[src/rtl/kernel_bc_pkg.sv]
// Shared types and constants for the BC kernel memory-side blocks.
package kernel_bc_pkg;

  typedef enum logic [2:0] {StIdle, StFill, StAddr, StData, StResp} state_e;

  localparam logic [1:0] RESP_OKAY   = 2'b00;
  localparam logic [1:0] RESP_EXOKAY = 2'b01;
  localparam logic [1:0] RESP_SLVERR = 2'b10;
  localparam logic [1:0] RESP_DECERR = 2'b11;

  localparam int unsigned DEFAULT_DATA_WIDTH = 64;
  localparam int unsigned BYTES_PER_BEAT     = DEFAULT_DATA_WIDTH / 8;
  localparam int unsigned BOUNDARY_4K        = 4096;

endpackage

[src/rtl/kernel_bc_fifo_burst_writer_if.sv]
// Upstream ap_fifo read port plus AXI4-style write channels of the burst writer.
interface kernel_bc_fifo_burst_writer_if #(
  parameter int unsigned DATA_WIDTH = 64,
  parameter int unsigned ADDR_WIDTH = 32
) ();

  logic                  if_empty_n;
  logic                  if_read;
  logic                  if_read_ce;
  logic [DATA_WIDTH-1:0] if_dout;

  logic                  aw_valid;
  logic                  aw_ready;
  logic [ADDR_WIDTH-1:0] aw_addr;
  logic [7:0]            aw_len;

  logic                  w_valid;
  logic                  w_ready;
  logic [DATA_WIDTH-1:0] w_data;
  logic                  w_last;

  logic                  b_valid;
  logic                  b_ready;
  logic [1:0]            b_resp;

  modport master (
    input  if_empty_n, if_dout, aw_ready, w_ready, b_valid, b_resp,
    output if_read, if_read_ce, aw_valid, aw_addr, aw_len, w_valid, w_data, w_last, b_ready
  );

  modport slave (
    output if_empty_n, if_dout, aw_ready, w_ready, b_valid, b_resp,
    input  if_read, if_read_ce, aw_valid, aw_addr, aw_len, w_valid, w_data, w_last, b_ready
  );

endinterface

[src/rtl/kernel_bc_burst_buf.sv]
// Burst staging buffer: synchronous write, asynchronous indexed read.
module kernel_bc_burst_buf #(
  parameter int unsigned DEPTH = 16,
  parameter int unsigned WIDTH = 64
) (
  input  logic                     clk,
  input  logic                     we,
  input  logic [$clog2(DEPTH)-1:0] waddr,
  input  logic [WIDTH-1:0]         wdata,
  input  logic [$clog2(DEPTH)-1:0] raddr,
  output logic [WIDTH-1:0]         rdata
);

  logic [WIDTH-1:0] mem [DEPTH];

  always_ff @(posedge clk) begin
    if (we) mem[waddr] <= wdata;
  end

  assign rdata = mem[raddr];

endmodule

[src/rtl/kernel_bc_fifo_burst_writer.sv]
// Drains an ap_fifo into memory as single-outstanding AXI write bursts.
// Define KERNEL_BC_4K_SPLIT_EN to keep every burst inside one 4 KB page.
module kernel_bc_fifo_burst_writer
  import kernel_bc_pkg::*;
#(
  parameter int unsigned DATA_WIDTH = 64,
  parameter int unsigned ADDR_WIDTH = 32,
  parameter int unsigned MAX_BURST  = 16,
  parameter int unsigned CNT_WIDTH  = 32
) (
  input  logic                  clk,
  input  logic                  reset,
  input  logic                  start,
  input  logic [ADDR_WIDTH-1:0] base_addr,
  input  logic [CNT_WIDTH-1:0]  word_count,
  output logic                  busy,
  output logic                  done,
  output logic                  error,
  kernel_bc_fifo_burst_writer_if.master bus
);

  localparam int unsigned IW    = $clog2(MAX_BURST);
  localparam int unsigned BW    = IW + 1;
  localparam int unsigned BYTES = DATA_WIDTH / 8;

  state_e                state_q;
  logic [ADDR_WIDTH-1:0] cur_addr_q;
  logic [CNT_WIDTH-1:0]  remaining_q;
  logic [BW-1:0]         beats_q, fill_idx_q, rd_idx_q;
  logic                  busy_q, done_q, error_q;
  logic                  if_read_q, aw_valid_q, w_valid_q, b_ready_q;

  logic                  pop, last_beat;
  logic [BW-1:0]         fill_next, burst_limit, plan_beats;
  logic [CNT_WIDTH-1:0]  rem_after, plan_rem;
  logic [ADDR_WIDTH-1:0] next_addr;
  logic [DATA_WIDTH-1:0] rd_data;

  assign pop       = if_read_q & bus.if_empty_n;
  assign fill_next = fill_idx_q + BW'(pop);
  assign last_beat = (rd_idx_q == beats_q - BW'(1));
  assign rem_after = remaining_q - CNT_WIDTH'(beats_q);
  assign next_addr = cur_addr_q + ADDR_WIDTH'(beats_q) * ADDR_WIDTH'(BYTES);

  // Size of the next burst, planned from the values the job/burst is about to load.
  assign plan_rem = (state_q == StIdle) ? word_count : rem_after;
`ifdef KERNEL_BC_4K_SPLIT_EN
  logic [11:0] plan_off;
  logic [12:0] room;
  assign plan_off    = (state_q == StIdle) ? base_addr[11:0] : next_addr[11:0];
  assign room        = (13'(BOUNDARY_4K) - {1'b0, plan_off}) / 13'(BYTES);
  assign burst_limit = (room < 13'(MAX_BURST)) ? BW'(room) : BW'(MAX_BURST);
`else
  assign burst_limit = BW'(MAX_BURST);
`endif
  assign plan_beats = (plan_rem < CNT_WIDTH'(burst_limit)) ? BW'(plan_rem) : burst_limit;

  always_ff @(posedge clk) begin
    if (reset) begin
      state_q     <= StIdle;
      cur_addr_q  <= '0;
      remaining_q <= '0;
      beats_q     <= '0;
      fill_idx_q  <= '0;
      rd_idx_q    <= '0;
      busy_q      <= 1'b0;
      done_q      <= 1'b0;
      error_q     <= 1'b0;
      if_read_q   <= 1'b0;
      aw_valid_q  <= 1'b0;
      w_valid_q   <= 1'b0;
      b_ready_q   <= 1'b0;
    end else begin
      done_q <= 1'b0;
      unique case (state_q)
        StIdle: begin
          if (start) begin
            cur_addr_q  <= base_addr;
            remaining_q <= word_count;
            error_q     <= 1'b0;
            beats_q     <= plan_beats;
            fill_idx_q  <= '0;
            if (word_count == '0) begin
              done_q <= 1'b1;
            end else begin
              busy_q  <= 1'b1;
              state_q <= StFill;
            end
          end
        end
        StFill: begin
          fill_idx_q <= fill_next;
          if_read_q  <= (fill_next < beats_q);
          if (fill_next == beats_q) begin
            aw_valid_q <= 1'b1;
            state_q    <= StAddr;
          end
        end
        StAddr: begin
          if (bus.aw_ready) begin
            aw_valid_q <= 1'b0;
            w_valid_q  <= 1'b1;
            rd_idx_q   <= '0;
            state_q    <= StData;
          end
        end
        StData: begin
          if (bus.w_ready) begin
            if (last_beat) begin
              w_valid_q <= 1'b0;
              b_ready_q <= 1'b1;
              state_q   <= StResp;
            end else begin
              rd_idx_q <= rd_idx_q + BW'(1);
            end
          end
        end
        StResp: begin
          if (bus.b_valid) begin
            b_ready_q   <= 1'b0;
            error_q     <= error_q | (bus.b_resp != RESP_OKAY);
            cur_addr_q  <= next_addr;
            remaining_q <= rem_after;
            if (rem_after == '0) begin
              busy_q  <= 1'b0;
              done_q  <= 1'b1;
              state_q <= StIdle;
            end else begin
              // Pops resume immediately so back-to-back bursts carry no extra bubble.
              beats_q    <= plan_beats;
              fill_idx_q <= '0;
              if_read_q  <= 1'b1;
              state_q    <= StFill;
            end
          end
        end
        default: state_q <= StIdle;
      endcase
    end
  end

  kernel_bc_burst_buf #(
    .DEPTH (MAX_BURST),
    .WIDTH (DATA_WIDTH)
  ) u_burst_buf (
    .clk   (clk),
    .we    (pop),
    .waddr (fill_idx_q[IW-1:0]),
    .wdata (bus.if_dout),
    .raddr (rd_idx_q[IW-1:0]),
    .rdata (rd_data)
  );

  assign busy           = busy_q;
  assign done           = done_q;
  assign error          = error_q;
  assign bus.if_read    = if_read_q;
  assign bus.if_read_ce = 1'b1;
  assign bus.aw_valid   = aw_valid_q;
  assign bus.aw_addr    = cur_addr_q;
  assign bus.aw_len     = 8'(beats_q - BW'(1));
  assign bus.w_valid    = w_valid_q;
  assign bus.w_data     = rd_data;
  assign bus.w_last     = w_valid_q & last_beat;
  assign bus.b_ready    = b_ready_q;

endmodule

[src/flat_wrapper.sv]
// flat-port wrapper written by rule: the top's interface ports become plain ports
module kernel_bc_fifo_burst_writer_flat import kernel_bc_pkg::*;
#(
  parameter int unsigned DATA_WIDTH = 64,
  parameter int unsigned ADDR_WIDTH = 32,
  parameter int unsigned MAX_BURST  = 16,
  parameter int unsigned CNT_WIDTH  = 32
)
  (clk, reset, start, base_addr, word_count, busy, done, error, bus_if_empty_n, bus_if_dout, bus_aw_ready, bus_w_ready, bus_b_valid, bus_b_resp, bus_if_read, bus_if_read_ce, bus_aw_valid, bus_aw_addr, bus_aw_len, bus_w_valid, bus_w_data, bus_w_last, bus_b_ready);
  kernel_bc_fifo_burst_writer_if #(.DATA_WIDTH(DATA_WIDTH), .ADDR_WIDTH(ADDR_WIDTH)) bus_i ();
  input  logic clk;
  input  logic reset;
  input  logic start;
  input  logic [ADDR_WIDTH-1:0] base_addr;
  input  logic [CNT_WIDTH-1:0] word_count;
  output logic busy;
  output logic done;
  output logic error;
  input wire logic [$bits(bus_i.if_empty_n)-1:0] bus_if_empty_n;
  input wire logic [$bits(bus_i.if_dout)-1:0] bus_if_dout;
  input wire logic [$bits(bus_i.aw_ready)-1:0] bus_aw_ready;
  input wire logic [$bits(bus_i.w_ready)-1:0] bus_w_ready;
  input wire logic [$bits(bus_i.b_valid)-1:0] bus_b_valid;
  input wire logic [$bits(bus_i.b_resp)-1:0] bus_b_resp;
  output wire logic [$bits(bus_i.if_read)-1:0] bus_if_read;
  output wire logic [$bits(bus_i.if_read_ce)-1:0] bus_if_read_ce;
  output wire logic [$bits(bus_i.aw_valid)-1:0] bus_aw_valid;
  output wire logic [$bits(bus_i.aw_addr)-1:0] bus_aw_addr;
  output wire logic [$bits(bus_i.aw_len)-1:0] bus_aw_len;
  output wire logic [$bits(bus_i.w_valid)-1:0] bus_w_valid;
  output wire logic [$bits(bus_i.w_data)-1:0] bus_w_data;
  output wire logic [$bits(bus_i.w_last)-1:0] bus_w_last;
  output wire logic [$bits(bus_i.b_ready)-1:0] bus_b_ready;
  assign bus_i.if_empty_n = bus_if_empty_n;
  assign bus_i.if_dout = bus_if_dout;
  assign bus_i.aw_ready = bus_aw_ready;
  assign bus_i.w_ready = bus_w_ready;
  assign bus_i.b_valid = bus_b_valid;
  assign bus_i.b_resp = bus_b_resp;
  assign bus_if_read = bus_i.if_read;
  assign bus_if_read_ce = bus_i.if_read_ce;
  assign bus_aw_valid = bus_i.aw_valid;
  assign bus_aw_addr = bus_i.aw_addr;
  assign bus_aw_len = bus_i.aw_len;
  assign bus_w_valid = bus_i.w_valid;
  assign bus_w_data = bus_i.w_data;
  assign bus_w_last = bus_i.w_last;
  assign bus_b_ready = bus_i.b_ready;
  kernel_bc_fifo_burst_writer #(.DATA_WIDTH(DATA_WIDTH), .ADDR_WIDTH(ADDR_WIDTH), .MAX_BURST(MAX_BURST), .CNT_WIDTH(CNT_WIDTH)) u_core (.clk(clk), .reset(reset), .start(start), .base_addr(base_addr), .word_count(word_count), .busy(busy), .done(done), .error(error), .bus(bus_i));
endmodule
[config.mk]
export PLATFORM = sky130hd
export DESIGN_NAME = kernel_bc_fifo_burst_writer_flat
export DESIGN_NICKNAME = d
export VERILOG_FILES = /design/src/rtl/kernel_bc_pkg.sv /design/src/rtl/kernel_bc_fifo_burst_writer_if.sv /design/src/rtl/kernel_bc_burst_buf.sv /design/src/rtl/kernel_bc_fifo_burst_writer.sv /design/src/flat_wrapper.sv
export SDC_FILE = /design/constraint.sdc
export NUM_CORES = 1
export LEC_CHECK = 0
export ABC_AREA = 1
export CAP_MARGIN = 30
export CORE_MARGIN = 10
export CORE_UTILIZATION = 45
export CTS_BUF_LIST = sky130_fd_sc_hd__clkbuf_4 sky130_fd_sc_hd__clkbuf_8
export CTS_CLUSTER_DIAMETER = 200
export DETAILED_ROUTE_END_ITERATION = 10
export DONT_BUFFER_PORTS = 1
export HOLD_SLACK_MARGIN = 0.06
export SLEW_MARGIN = 5
export SYNTH_ARGS = -nofsm -noshare
export SYNTH_HDL_FRONTEND = slang
export SYNTH_HIERARCHICAL = 1
export SYNTH_SLANG_ARGS = --single-unit
[constraint.sdc]
create_clock -name clk -period 9.4 [get_ports clk]
set_clock_uncertainty 0.2 [all_clocks]
set_input_delay 0.47 -clock clk [delete_from_list [all_inputs] [get_ports clk]]
set_output_delay 0.47 -clock clk [all_outputs]
set_load 0.01 [all_outputs]
# After elaboration in Yosys (flattened, before gate mapping)
# Memory sizes are Yosys's and may differ from the RTL's. A register that Yosys moved wholly into a read port is not among the register bits.
# Index checks and enable logic that the tools add are counted.
# W data, S select, Z words.
totals:
  reg_bits: 89
  ramBits: 1024
  inputBits: 137
  output_inout_bits: 113
  word_cells: 121
  n_memories: 1
classes:
  addsub: 6
  n_lt_le_gt_ge: 2
  n_eq_ne: 16
  n_mux: 60
  bitwise_logic: 3
  reduce_logical: 20
memory_table:
  columns: ["memory", "words", "word_bits", "rd", "rd_clocked_by_memory_dff", "write_ports", "line", "text"]
  rows:
  - ["u_core.u_burst_buf.mem", 16, 64, 1, 1, 1, "kernel_bc_burst_buf.sv:14", "logic [WIDTH-1:0] mem [DEPTH];"]
op_table:
  columns: ["op", "n"]
  rows:
  - ["$mux W32", 5]
  - ["$pmux W32 S2", 2]
  - ["$logic_not A32 Y1", 2]
  - ["$mux W5", 10]
  - ["$add A32 B8 Y32", 1]
  - ["$lt A32 B5 Y1 const B", 1]
  - ["$sub A32 B5 Y32", 1]
  - ["$mux W1", 23]
  - ["$mux W3", 7]
  - ["$pmux W5 S2", 2]
  - ["$reduce_and A4 Y1", 5]
  - ["$pmux W3 S5", 1]
  - ["$pmux W5 S3", 1]
  - ["$ne A2 B2 Y1 const B", 7]
  - ["$pmux W1 S2", 7]
  - ["$reduce_bool A2 Y1", 6]
  - ["$eq A5 B5 Y1", 2]
  - ["$reduce_and A3 Y1", 3]
  - ["$mux W4", 2]
  - ["$reduce_and A7 Y1", 1]
  - ["$eq A3 B2 Y1 const B", 2]
  - ["$ne A2 B1 Y1 const B", 3]
  - ["$sub A5 B1 Y6 const B", 1]
  - ["$add A5 B1 Y5", 1]
  - ["10 further kinds", 11]

# Logic depth before layout (Yosys ltp)
logic_depth:
  word_depth: 7
  mapped_depth: 21
  depth_no_buf: 21

# Modules after synthesis
# The synthesis kept the hierarchy.
modules_own_cells:
  columns: ["mod", "instances", "cells_each", "area_each_um2", "seq_area_each_um2"]
  rows:
  - ["kernel_bc_burst_buf", 1, 4146, 44004.7, 30749.5]
  - ["kernel_bc_fifo_burst_writer", 1, 1169, 7094.3, 1781.7]

# Least setup slack after synthesis
# No wires, ideal clock.
synth_path:
  path_kind: "input to register"
  start: "input port bus_if_empty_n"
  end: "memory u_core.u_burst_buf.mem[12][0] (enable)"
  setup_ps: 487
  arrival_time_ps: 3459
  required_time_ps: 8713
  setup_slack_ps: 5254
  stages: 4
  path_buffers: 0
  path_cell_list: "nand2_1 -> inv_1 -> nand3_1 -> nor2_1"
synth_via:
  elab_chain_cells: 3
synth_rtl:
  columns: ["element", "line", "text"]
  rows:
  - ["start: declaration", "flat_wrapper.sv:19", "input wire logic [$bits(bus_i.if_empty_n)-1:0] bus_if_empty_n;"]
  - ["$and A1 B1 Y1", "kernel_bc_fifo_burst_writer.sv:39", "assign pop = if_read_q & bus.if_empty_n;"]
  - ["via u_core.pop", "kernel_bc_fifo_burst_writer.sv:33", "logic pop, last_beat;"]
  - ["$mux W1", "kernel_bc_burst_buf.sv:17", "if (we) mem[waddr] <= wdata;"]
  - ["$mux W1 (not written as such)", "kernel_bc_burst_buf.sv:17", null]
  - ["end: declaration", "kernel_bc_burst_buf.sv:14", null]
# The timed path passes the listed nets, and every way through them passes these cells.

==> flow_summary.yaml <==
routing:
  wl_per_cell_microns: 19.7
  vias_per_cell: 5.09
  dr.pass1.iters: 8
  drt-met1-wl_microns: 59900
  highest_layer: "met5"
  drc: 0
  dr_wl_met2_microns: 66700
  routed_wl_microns: 140000
  ant_nets: 0
  drtIter0Drc: 3332
  met3WireLength_microns: 9740
  vias: 36100
sta:
  maxSlewHeadroom_pct: 13.8
  rsz0062_at_grt: "false"
  hold_viol_final: 0
  setup_violations: 0
  period_needed_ps: 4650
  max_freq_ghz: 0.215
  finalCritPeriodShare_pct: 49.4
  worstMarginPinSlew_ps: 1290
  report.final.slew_viol_count: 0
  setup_tns_ps: 0
placement:
  dpl-instance-area_sq_um: 52200
  dp_cells: 6616
  io_buffers: 0
  hpwlAfterDp_microns: 72400
  gp_congestion: 0.899
synthesis:
  syn_area_sq_um: 51100
  syn_inst: 5315
  synthSimpleGateAreaFrac_pct: 24.0
  synth_top_family_by_area: "simple AND/OR/NAND/NOR gates"
  synth_edf_count: 1024
  yosysTopAreaCellShare_pct: 60.2
  synth_warnings: 6
  synth-seq-cells: 1113
  avgSynthCellArea_sq_um: 9.61
  synth_area_leaders: "edfxtp_1 60%, nand2_1 13%, nand3_1 8.3%"
  ys.flop_type: "edfxtp_1"
  synthMuxAreaShare_pct: 0
  post_synth_num_cell_types: 53
  syn-num-nets: 5473
  async_flop_share_pct: 0
  synth-compound-area-share_pct: 1.90
  synth_top_area_cell: "edfxtp_1"
  synthAdderAreaFrac_pct: 0.544
  synth_seq_area_share_pct: 63.7
  post_synth_xor_area_fraction_pct: 0.274
clock_tree:
  cts_buffers: 184
  cts_root_buffer: "clkbuf_8"
  cts_tree: "built"
  clock_sinks: 1113
  clock_path_buffers: 3
  worstSkewPairLatency_ps: 880
  postCtsSetupRepairBufs: 0
  cts_resized: 0
  clk_pin_slew_ps: 60
  cts-htree-levels: 4
setup_path:
  cp_max_fo: 220
  slowest_delay_ps: 760
  r2r_setup_slack_ps: 4930
  path_cells: "buf_12 > buf_12 > nand2_1 > nand2_1 > nand2_1 > nand3_1 > nand3_1 > nand2_1"
  worstReg2RegStart: "u_core/state_q[0]"
  startpoint_type: "flip-flop"
  reg2reg_depth: 10
  r2r_end: "u_core/error"
  cp.arrival_ps: 3980
  cpMaxStageDelayCell: "dfxtp_4"
  worst_path_most_repeated_cell: "nand2_1"
  endpoint_kind: "output pin"
  worstPathRequired_ps: 8730
  worstSetupPathType: "flip-flop to output pin"
final_layout:
  fin_area_sq_um: 57300
  seqCellArea_sq_um: 32500
  drive_above_1_share_pct: 7.73
  fin_cells: 7096
  multi_input_area_sq_um: 13800
  syn2layout_area_growth_pct: 12.2
  fin_util_pct: 50.9
  layout_commonest_cell: "nand2_1"
  n_fill_cell: 10200
  nNetsFinal: 5622
  final_cell_mix: "1707 x nand2_1, 1024 x edfxtp_1, 891 x inv_1, 846 x nand3_1, 189 x clkbuf_8"
power:
  ir_drop_v: 0.000115
  p_per_area_nw_per_um2: 215
  total_power_uw: 12300
  p_leak_uw: 0.0239
grt:
  grt_antenna_before_repair: 16
  grt_pass1_wl_microns: 211000
  grt_pass1_vias: 34200
  overflow: 0
  gr-usage-all-layers_pct: 21.5
  grt_max_degree: 221
floorplan:
  dieHeight_microns: 357
  io_pins: 250
  start_util_pct: 45.4
  coreArea_sq_um: 113000
  core.rowCount: 123
  die-width_microns: 357
  die_area_sq_um: 127000
min_path:
  hp-start: "word_count[12]"
  whs_endpoint: "u_core/remaining_q[12]"
  holdPathStages: 3
  holdCritPathClass: "input pin to flip-flop"
flow_run:
  drv_cap: 0
status:
  run_status: "complete, no violations"
## what timing repair did
item / in CTS / in global routing
setup endpoints to repair: 0 / 0
hold buffers: 161 / 0
hold endpoints to repair: 1113 / 0
## worst max-delay path, delay by kind of cell (launching register included)
kind                   cells  cell delay [ps]
flip-flops                 1              760
buffers and inverters      2             1240
AND/OR/NAND/NOR            6              670
## state kept, by name, indices dropped and copies added, names as in the netlist, 3 cells and up
register	cells
u_core/beats_q	5
u_core/rd_idx_q	5
u_core/remaining_q	32
u_core/bus.aw_addr	32
u_core/fill_idx_q	5
u_core/state_q	3
u_core/u_burst_buf/mem	1024
## where the power goes
group / switching (uW) / total (uW) / internal [uW]
Combinational: 1660 / 2390 / 727
Sequential: 218 / 5790 / 5580
Clock: 1920 / 4130 / 2210
Total: 3800 / 12300 / 8510
## cell type report
cell class,count,area share [%]
Antenna cell,5,0.0218
Timing Repair Buffer,212,3.88
Multi-Input combinational cell,3052,24.0
Clock buffer,257,5.43
Inverter,901,5.95
Clock inverter,56,0.655
Tap cell,1500,3.27
Sequential cell,1113,56.8
## kinds of logic (layout without fill, tap and decap cells)
family / Yosys count / in the layout
AO/OA/AOI/OAI: 161 / 161
buffers and inverters: 1150 / 1426
adder cells (fa/ha/maj): 21 / 21
XOR/XNOR: 16 / 16
flip-flops: 1113 / 1113
other: 1 / 6
AND/OR/NAND/NOR: 2853 / 2853
## stage by stage
stage	setup WS (ps)	hold slack, ps
floorplan	5250	249
global placement	5230	256
detailed placement	5300	264
CTS	4550	63.6
global route	4440	144
finish	4750	151
## Yosys cell counts (all sizes together), types with 9 or more instances
| cell type | instances |
|---|---|
| o21ai | 49 |
| nor3 | 18 |
| buf | 208 |
| dfxtp | 89 |
| nor4 | 9 |
| nand2 | 1719 |
| a21oi | 47 |
| o211ai | 13 |
| nand4 | 30 |
| xor2 | 9 |
| clkbuf | 41 |
| a31oi | 24 |
| ha | 19 |
| edfxtp | 1024 |
| inv | 900 |
| or2 | 16 |
| a221oi | 12 |
| nand3 | 854 |
| nor2 | 196 |
## how the worst max path moves through the flow
stage	from	slack [ps]	to	depth (start not counted)
after CTS	u_core/rd_idx_q[0]	4550	bus_w_data[4]	8
after global placement	u_core/state_q[0]	5230	u_core/bus.aw_addr[11]	9
after global routing	u_core/rd_idx_q[0]	4440	bus_w_data[28]	8
final	u_core/rd_idx_q[0]	4750	bus_w_data[23]	8
after floorplan	bus_if_empty_n	5250	u_core/u_burst_buf/mem[12][0]	4
after detailed placement	u_core/state_q[0]	5300	u_core/bus.aw_addr[11]	9
## metal layers
layer | global-route usage, % | up-vias
li1 | - | 17500
met5 | 0 | -
met3 | 4.40 | 236
met2 | 35.7 | 1134
met1 | 28.2 | 17200
met4 | 6.52 | 18
Power figures use the tool's default switching activity.
